## src/rtl/project_select_ctrl_if.sv

```systemverilog
// Wishbone slave-side bundle for the project select register.
// The master drives the request signals; the slave returns ack and read data.
interface project_select_ctrl_if;
    logic        wbs_stb_i;
    logic        wbs_cyc_i;
    logic        wbs_we_i;
    logic [3:0]  wbs_sel_i;
    logic [31:0] wbs_dat_i;
    logic [31:0] wbs_adr_i;
    logic        cfg_ack_o;
    logic [31:0] cfg_dat_o;

    modport master (
        output wbs_stb_i, wbs_cyc_i, wbs_we_i, wbs_sel_i, wbs_dat_i, wbs_adr_i,
        input  cfg_ack_o, cfg_dat_o
    );

    modport slave (
        input  wbs_stb_i, wbs_cyc_i, wbs_we_i, wbs_sel_i, wbs_dat_i, wbs_adr_i,
        output cfg_ack_o, cfg_dat_o
    );
endinterface

```

## src/rtl/project_select_ctrl.sv

```systemverilog
// Wishbone-programmable project selector with drain and reset-hold sequencing.
// Optional macro PIN_OVERRIDE_EN lets pin_override_i/pin_cfg_i request switches.
module project_select_ctrl #(
    parameter int          USER_PROJECTS = 4,
    parameter int          CFG_BITS      = 2,
    parameter logic [31:0] CFG_ADDRESS   = 32'h300F_FFFC,
    parameter int          RST_CYCLES    = 16,
    parameter int          DRAIN_TIMEOUT = 255
) (
    input  logic                     wb_clk_i,
    input  logic                     wb_rst_i,
    project_select_ctrl_if.slave     wbs,
    input  logic                     proj_ack_i,
    output logic [CFG_BITS-1:0]      configuration,
    output logic [USER_PROJECTS-1:0] proj_rst_o,
    output logic                     busy_o,
    input  logic                     pin_override_i,
    input  logic [CFG_BITS-1:0]      pin_cfg_i
);

    localparam int CNT_MAX = (RST_CYCLES > DRAIN_TIMEOUT) ? RST_CYCLES : DRAIN_TIMEOUT;
    localparam int CNT_W   = ($clog2(CNT_MAX + 1) > 8) ? $clog2(CNT_MAX + 1) : 8;

    typedef enum logic [1:0] {
        RUN,
        DRAIN,
        HOLD
    } state_t;

    state_t              state;
    logic [CNT_W-1:0]    cnt;
    logic [CFG_BITS-1:0] pending;
    logic                err;

    logic                cfg_access;
    logic                wr_access;
    logic [CFG_BITS-1:0] wr_cfg;
    logic                wr_in_range;
    logic                wr_open;
    logic                wr_switch;
    logic                wr_same;
    logic                in_flight;
    logic                pin_block;
    logic                pin_switch;
    logic                start_switch;
    logic [CFG_BITS-1:0] next_cfg;

    assign cfg_access = wbs.wbs_cyc_i & wbs.wbs_stb_i & (wbs.wbs_adr_i == CFG_ADDRESS)
                        & ~wbs.cfg_ack_o;
    assign wr_access  = cfg_access & wbs.wbs_we_i & wbs.wbs_sel_i[0];
    assign wr_cfg     = wbs.wbs_dat_i[CFG_BITS-1:0];

    // The whole word is range-checked so a value like 7 is rejected rather
    // than silently aliasing onto a valid index through its low bits.
    assign wr_in_range = wbs.wbs_dat_i < 32'(USER_PROJECTS);

    assign wr_open   = (state == RUN) & ~pin_block;
    assign wr_switch = wr_access & wr_open & wr_in_range & (wr_cfg != configuration);
    assign wr_same   = wr_access & wr_open & wr_in_range & (wr_cfg == configuration);

    assign in_flight = wbs.wbs_cyc_i & wbs.wbs_stb_i & (wbs.wbs_adr_i != CFG_ADDRESS)
                       & ~proj_ack_i;

`ifdef PIN_OVERRIDE_EN
    assign pin_block  = pin_override_i;
    assign pin_switch = (state == RUN) & pin_override_i
                        & ({{(32-CFG_BITS){1'b0}}, pin_cfg_i} < 32'(USER_PROJECTS))
                        & (pin_cfg_i != configuration);
`else
    logic unused_pin;
    assign unused_pin = ^{pin_override_i, pin_cfg_i};
    assign pin_block  = 1'b0;
    assign pin_switch = 1'b0;
`endif

    logic unused_sel;
    assign unused_sel = ^wbs.wbs_sel_i[3:1];

    assign start_switch = pin_switch | wr_switch;
    assign next_cfg     = pin_switch ? pin_cfg_i : wr_cfg;
    assign busy_o       = (state != RUN);

    always_comb begin
        // NOTE: default assignment first so every path drives the output and no latch is inferred.
        proj_rst_o = '1;
        for (int k = 0; k < USER_PROJECTS; k++) begin
            proj_rst_o[k] = (configuration != CFG_BITS'(k)) || (state == HOLD);
        end
    end

    always_ff @(posedge wb_clk_i) begin
        if (wb_rst_i) begin
            // NOTE: sequential state uses non-blocking assignments so every register samples pre-edge values.
            state         <= HOLD;
            cnt           <= '0;
            configuration <= '0;
            pending       <= '0;
            err           <= 1'b0;
            wbs.cfg_ack_o <= 1'b0;
            wbs.cfg_dat_o <= '0;
        end else begin
            wbs.cfg_ack_o <= cfg_access;
            if (cfg_access) begin
                wbs.cfg_dat_o <= {busy_o, err, {(30-CFG_BITS){1'b0}}, configuration};
            end

            // Rejected writes (busy, out of range, pin override) still get acked.
            if (wr_access) begin
                err <= ~(wr_switch | wr_same);
            end

            case (state)
                RUN: begin
                    if (start_switch) begin
                        pending <= next_cfg;
                        cnt     <= '0;
                        state   <= DRAIN;
                    end
                end
                DRAIN: begin
                    if (!in_flight || cnt == CNT_W'(DRAIN_TIMEOUT - 1)) begin
                        configuration <= pending;
                        cnt           <= '0;
                        state         <= HOLD;
                    end else begin
                        cnt <= cnt + 1'b1;
                    end
                end
                HOLD: begin
                    if (cnt == CNT_W'(RST_CYCLES - 1)) begin
                        cnt   <= '0;
                        state <= RUN;
                    end else begin
                        cnt <= cnt + 1'b1;
                    end
                end
                default: begin
                    cnt   <= '0;
                    state <= HOLD;
                end
            endcase
        end
    end

endmodule

```

## src/flat_wrapper.sv

```systemverilog
// flat-port wrapper written by rule: the top's interface ports become plain ports
module project_select_ctrl_flat 
#(
    parameter int          USER_PROJECTS = 4,
    parameter int          CFG_BITS      = 2,
    parameter logic [31:0] CFG_ADDRESS   = 32'h300F_FFFC,
    parameter int          RST_CYCLES    = 16,
    parameter int          DRAIN_TIMEOUT = 255
)
  (wb_clk_i, wb_rst_i, proj_ack_i, configuration, proj_rst_o, busy_o, pin_override_i, pin_cfg_i, wbs_wbs_stb_i, wbs_wbs_cyc_i, wbs_wbs_we_i, wbs_wbs_sel_i, wbs_wbs_dat_i, wbs_wbs_adr_i, wbs_cfg_ack_o, wbs_cfg_dat_o);
  project_select_ctrl_if wbs_i ();
  input  logic wb_clk_i;
  input  logic wb_rst_i;
  input  logic proj_ack_i;
  output logic [CFG_BITS-1:0] configuration;
  output logic [USER_PROJECTS-1:0] proj_rst_o;
  output logic busy_o;
  input  logic pin_override_i;
  input  logic [CFG_BITS-1:0] pin_cfg_i;
  input wire logic [$bits(wbs_i.wbs_stb_i)-1:0] wbs_wbs_stb_i;
  input wire logic [$bits(wbs_i.wbs_cyc_i)-1:0] wbs_wbs_cyc_i;
  input wire logic [$bits(wbs_i.wbs_we_i)-1:0] wbs_wbs_we_i;
  input wire logic [$bits(wbs_i.wbs_sel_i)-1:0] wbs_wbs_sel_i;
  input wire logic [$bits(wbs_i.wbs_dat_i)-1:0] wbs_wbs_dat_i;
  input wire logic [$bits(wbs_i.wbs_adr_i)-1:0] wbs_wbs_adr_i;
  output wire logic [$bits(wbs_i.cfg_ack_o)-1:0] wbs_cfg_ack_o;
  output wire logic [$bits(wbs_i.cfg_dat_o)-1:0] wbs_cfg_dat_o;
  assign wbs_i.wbs_stb_i = wbs_wbs_stb_i;
  assign wbs_i.wbs_cyc_i = wbs_wbs_cyc_i;
  assign wbs_i.wbs_we_i = wbs_wbs_we_i;
  assign wbs_i.wbs_sel_i = wbs_wbs_sel_i;
  assign wbs_i.wbs_dat_i = wbs_wbs_dat_i;
  assign wbs_i.wbs_adr_i = wbs_wbs_adr_i;
  assign wbs_cfg_ack_o = wbs_i.cfg_ack_o;
  assign wbs_cfg_dat_o = wbs_i.cfg_dat_o;
  project_select_ctrl #(.USER_PROJECTS(USER_PROJECTS), .CFG_BITS(CFG_BITS), .CFG_ADDRESS(CFG_ADDRESS), .RST_CYCLES(RST_CYCLES), .DRAIN_TIMEOUT(DRAIN_TIMEOUT)) u_core (.wb_clk_i(wb_clk_i), .wb_rst_i(wb_rst_i), .wbs(wbs_i), .proj_ack_i(proj_ack_i), .configuration(configuration), .proj_rst_o(proj_rst_o), .busy_o(busy_o), .pin_override_i(pin_override_i), .pin_cfg_i(pin_cfg_i));
endmodule
```

## config.mk

```make
export PLATFORM = sky130hd
export DESIGN_NAME = project_select_ctrl_flat
export DESIGN_NICKNAME = d
export VERILOG_FILES = /design/src/rtl/project_select_ctrl_if.sv /design/src/rtl/project_select_ctrl.sv /design/src/flat_wrapper.sv
export SDC_FILE = /design/constraint.sdc
export NUM_CORES = 1
export LEC_CHECK = 0
export BUFFER_PORTS_ARGS = -buffer_cell sky130_fd_sc_hd__buf_4
export CORE_ASPECT_RATIO = 0.9
export CORE_UTILIZATION = 35
export DETAILED_ROUTE_END_ITERATION = 6
export PLACE_DENSITY = 0.73
export SKIP_LAST_GASP = 1
export SYNTH_ARGS = -nofsm -noshare
export SYNTH_HDL_FRONTEND = slang
export SYNTH_SLANG_ARGS = --single-unit
```

## constraint.sdc

```tcl
create_clock -name wb_clk_i -period 2.5 [get_ports wb_clk_i]
set_clock_uncertainty 0.15 [all_clocks]
set_input_delay 0.25 -clock wb_clk_i [delete_from_list [all_inputs] [get_ports wb_clk_i]]
set_output_delay 0.25 -clock wb_clk_i [all_outputs]
set_load 0.02 [all_outputs]
```

# Word-level counts from Yosys, hierarchy flattened
# Index checks and enable logic that the tools add are counted.
# totals
wordCells	58
output_inout_bits	40
regBits	20
# op_classes
addsub	1
reduce_logical	12
muxes	8
bitwise	15
magnitude_cmp	1
n_eq_ne	14
# op_table
cell	n
32-bit by 30-bit == test with 1-bit output, second input constant	1
32-bit by 3-bit < comparator with 1-bit output, second input constant	1
32-bit by 30-bit inequality test with 1-bit output, second input constant	1
8-bit two-way mux	3
8-bit one-hot mux with 3 select lines	1
1-bit bitwise AND	11
8-bit by 1-bit adder with 8-bit output, second input constant	1
8-bit by 4-bit == test with 1-bit output, second input constant	1
8-bit == test, second input constant	1
2-bit inequality test, second input constant	4
2-bit two-way mux	3
2-bit one-hot mux with 3 select lines	1
1-bit logical OR	5
2-bit by 1-bit inequality test with 1-bit output, second input constant	2
2-bit AND reduction	2
2-bit nonzero test	2
1-bit inverter	3
3-bit AND reduction	1
2-bit by 1-bit == test with 1-bit output, second input constant	1
2-bit == test	1
2-bit == test, second input constant	1
2-bit logical NOT	1
2-bit inequality test	1
1-bit logical NOT	1
1-bit OR	1

# Depth between registers and ports, before layout
# depth
word_depth	10
mapped_depth	8

# Worst setup path after synthesis
# Ideal clock, no wire load.
# synth_timing
kind	input -> register
startpoint	input port wbs_wbs_adr_i[0]
endpoint	register u_core.state[1]
t_arrival_ps	1811
path_slack_ps	412
required_ps	2223
stages	6
setup_time_ps	127
path_cell_list	nand4bb_1 > or4_4 > nor4_4 > a31oi_1 > o21ai_0 > nand3_1
# synth_via
elab_chain_len	10
word_cells_on_any_way	16
classes_between	eq/ne: 4; bitwise: 9; reduce/logical: 3
# synth_rtl
element	line	source
from (decl)	flat_wrapper.sv:25	input wire logic [$bits(wbs_i.wbs_adr_i)-1:0] wbs_wbs_adr_i;
32-bit by 30-bit == test with 1-bit output	project_select_ctrl.sv:48	assign cfg_access = wbs.wbs_cyc_i & wbs.wbs_stb_i & (wbs.wbs_adr_i == CFG_ADDRESS)
1-bit bitwise AND	project_select_ctrl.sv:48	
1-bit bitwise AND	project_select_ctrl.sv:49	& ~wbs.cfg_ack_o;
1-bit bitwise AND (2 in a row)	project_select_ctrl.sv:50	assign wr_access = cfg_access & wbs.wbs_we_i & wbs.wbs_sel_i[0];
1-bit bitwise AND (3 in a row)	project_select_ctrl.sv:58	assign wr_switch = wr_access & wr_open & wr_in_range & (wr_cfg != configuration);
2-bit inequality test (no line)	-	
3-bit AND reduction (no line) (*)	-	
to (signal assigned)	project_select_ctrl.sv:94	state <= HOLD;
to (signal assigned)	project_select_ctrl.sv:117	state <= DRAIN;
to (signal assigned)	project_select_ctrl.sv:124	state <= HOLD;
to (decl)	project_select_ctrl.sv:30	state_t state;
# Every way passes the cells marked *; elsewhere a longest branch is shown, timed or not.
# A chain may end at the register's enable or synchronous reset.

# Worst setup path after layout
# layout_timing
startpoint	register u_core.state[0]
endpoint	register u_core.state[1]
# layout_via
elab_chain_len	6
word_cells_on_any_way	11
classes_between	eq/ne: 5; mux: 1; bitwise: 3; reduce/logical: 2
# layout_rtl
element	line
2-bit logical NOT	project_select_ctrl.sv:57, project_select_ctrl.sv:112
1-bit bitwise AND (3 in a row)	project_select_ctrl.sv:58
2-bit inequality test (no line)	-
3-bit AND reduction (no line)	-
# Several ways; a longest one is shown, not always the timed one.

==> summary.txt <==
Routing
  • WL/cell: 12.5 um
  • DR vias/cell: 4.97
  • Post-Route WL: 3.85 mm
  • DR iter-0 viols: 43
  • DRT antenna net count: 0
  • First-pass detailed-route iteration total: 4
  • Routed via count: 1525
  • # DRC: 0

Global route
  • Total GRT Usage: 17.9%
  • Met3 GRT Util: 4.19%
  • Gr ovfl total: 0
  • Met2 usage: 28.6%
  • Largest net degree at the start of global routing: 20
  • GR Layer Usage met1: 23.0%
  • Vias in the first global route: 1332
  • Busiest layer in global routing: met2
  • Initial antenna violation count: 0
  • First-pass GRT wire length: 6.27 mm

Synth
  • Yosys warnings: 0
  • Yosys cell types: 39
  • Syn avg cell area: 7.95 sq um
  • Register area share after synthesis: 28.0%
  • Post-synth ARST share: 0%
  • Cell count after synthesis: 180
  • Synthesized area: 0.00143 sq mm
  • Ys flop type: dfxtp_1
  • Post-synth EDFFs: 0
  • Yosys reg bits: 20

Clock network
  • Reg clk slew, reported paths: 0.07 ns
  • CTS tree: built
  • # Post-CTS Setup Buffers: 0
  • Clock root cell: clkbuf_8
  • Maximum clock insertion buffer count: 2
  • # hold bufs at CTS: 0
  • Clk_lat worst skew: 0.26 ns
  • Clk sink count: 20
  • Num CTS Buffers: 3
  • Depth of the CTS H-tree: 1

Power
  • Pleak: 0.958 nW
  • Power density cells: 392 mW/mm^2
  • Maximum VDD drop: 0.000233 V

Die
  • Ports: 117
  • Core Region: 0.00381 sq mm
  • Initial core utilization: 37.5%
  • Die H: 62.6 um
  • Num rows: 21
  • Die Wd: 69.4 um
  • Die area: 0.00435 sq mm

Placement
  • IO buf count: 82
  • Area post-placement: 0.00199 sq mm
  • Placer Congestion: 0.833
  • Post-DP HPWL: 3.07 mm

Timing
  • Fin crit period: 2.26 ns
  • Final hold violations: 0
  • Final Cycle Share: 90.4%
  • Fin. max-slew vios: 0
  • Final hold slack: 0.0880 ns
  • Sum Neg Setup Slack: 0 ns
  • F_max: 442 MHz
  • Final setup vio count: 0
  • Max-slew headroom: 52.5%
  • Worst-Margin Slew: 0.709 ns
  • Setup repair after global routing missed its margin: no

Layout
  • Commonest non-fill, non-tap cells in the layout: buf_4, conb_1, dfxtp_1
  • Layout net count: 345
  • Commonest non-fill, non-tap cell in the layout: buf_4
  • Design Area, Final: 0.00204 sq mm
  • # fillers: 387
  • Antenna Cells: 0
  • Area growth from synthesis to layout: 42.6%
  • Share of layout cells above drive strength 1: 37.2%

Critical path
  • Crit path kind: reg2reg
  • CP arrival: 2.25 ns
  • Crit end category: flip-flop
  • Crit start category: flip-flop
  • CP required: 2.49 ns
  • Worst Path Max Fanout: 8

Run
  • Max cap viols: 0

Status
  • Status: complete, no violations

Min path
  • Hold crit path type: in2reg
[sequential cells by signal, indices dropped and copies added, names as in the netlist]
register,count
u_core.pending,2
u_core.wbs.cfg_dat_o,4
u_core.err,1
u_core.wbs.cfg_ack_o,1
u_core.cnt,8
u_core.configuration,2
u_core.state,2
[cell type report]
class | count | area [sq um] | share of cell area (%)
Multi-Input combinational cell | 146 | 876 | 42.9
Clock buffer | 3 | 41.3 | 2.02
Timing Repair Buffer | 85 | 638 | 31.3
Sequential cell | 20 | 400 | 19.6
Inverter | 7 | 26.3 | 1.29
Tap cell | 46 | 57.6 | 2.82
[worst max-delay path, cell delays in order, from the launching register on]
cell and delay [ns]:
dfxtp_1 0.33, inv_1 0.09, ha_1 0.22, nor4b_1 0.25, nand4_1 0.16, nor3_2 0.28
a31oi_1 0.31, o21ai_0 0.25, nand3_1 0.09
[timing repair]
action	in CTS	in global routing
resized for setup	0	1
hold endpoints to repair	0	0
setup endpoints to repair	0	7
[cell usage after synthesis, types with 2 or more instances]
cell type	number	area, sq um
a31oi_1	7	43.8
a21oi_1	7	35.0
mux2i_1	5	50.1
or2_2	2	12.5
nor4b_1	2	17.5
xnor2_1	2	17.5
nand4_1	6	37.5
clkbuf_1	4	15.0
inv_1	7	26.3
o2bb2ai_1	5	43.8
a211oi_1	3	22.5
nor2_1	11	41.3
nand2_1	19	71.3
buf_4	28	210
nor3_1	7	35.0
nand4b_1	2	17.5
nand3_1	8	40.0
o21ai_0	4	20.0
ha_1	5	62.6
dfxtp_1	20	400
nor4_1	7	43.8
or4_1	2	15.0
[final timing paths]
path | to | from | cells past startpoint | slack, ns
worst min-delay path | u_core.pending[0]$_SDFFE_PP0P_ | wbs_wbs_dat_i[0] | 3 | 0.09
worst min register to register | u_core.wbs.cfg_dat_o[1]$_SDFFE_PP0N_ | u_core.wbs.cfg_dat_o[1]$_SDFFE_PP0N_ | 2 | 0.31
worst max-delay path | u_core.state[1]$_SDFFE_PP1P_ | u_core.state[0]$_SDFFE_PP0P_ | 8 | 0.24
worst max register to register | u_core.state[1]$_SDFFE_PP1P_ | u_core.state[0]$_SDFFE_PP0P_ | 8 | 0.24
[per-stage QoR]
stage               std cells  util, %  setup slack (ns)  power (mW)
floorplan                 207        -             0.412       0.504
global placement          304     52.3             0.198       0.584
detailed placement        304     52.3             0.171       0.587
CTS                       307     53.4             0.147       0.805
global route              307     53.5            0.0344       0.842
finish                    307     53.5             0.240       0.799
[metal layers]
metal / routed length, um / vias up / part of all wire, %
li1: - / 760 / -
met1: 1670 / 693 / 43
met2: 1830 / 67 / 48
met3: 287 / 5 / 7.5
met4: 56 / 0 / 1.5
met5: 0 / - / 0
[where the power goes]
part           internal [mW]  switching, mW  total (mW)
logic                  0.120          0.124       0.244
registers              0.330         0.0112       0.341
clock network          0.108          0.107       0.214
[kinds of logic after synthesis]
kind of cell	count (synthesis)	synth area share [%]
buffers and inverters	41	18.2
other	1	0.262
DFF	20	28.0
muxes	5	3.50
AOI/OAI and AO/OA	30	14.1
adders and majority gates	5	4.37
xor gates and xnor gates	2	1.23
and+or+nand+nor	76	30.4
Power figures use the tool's default switching activity.
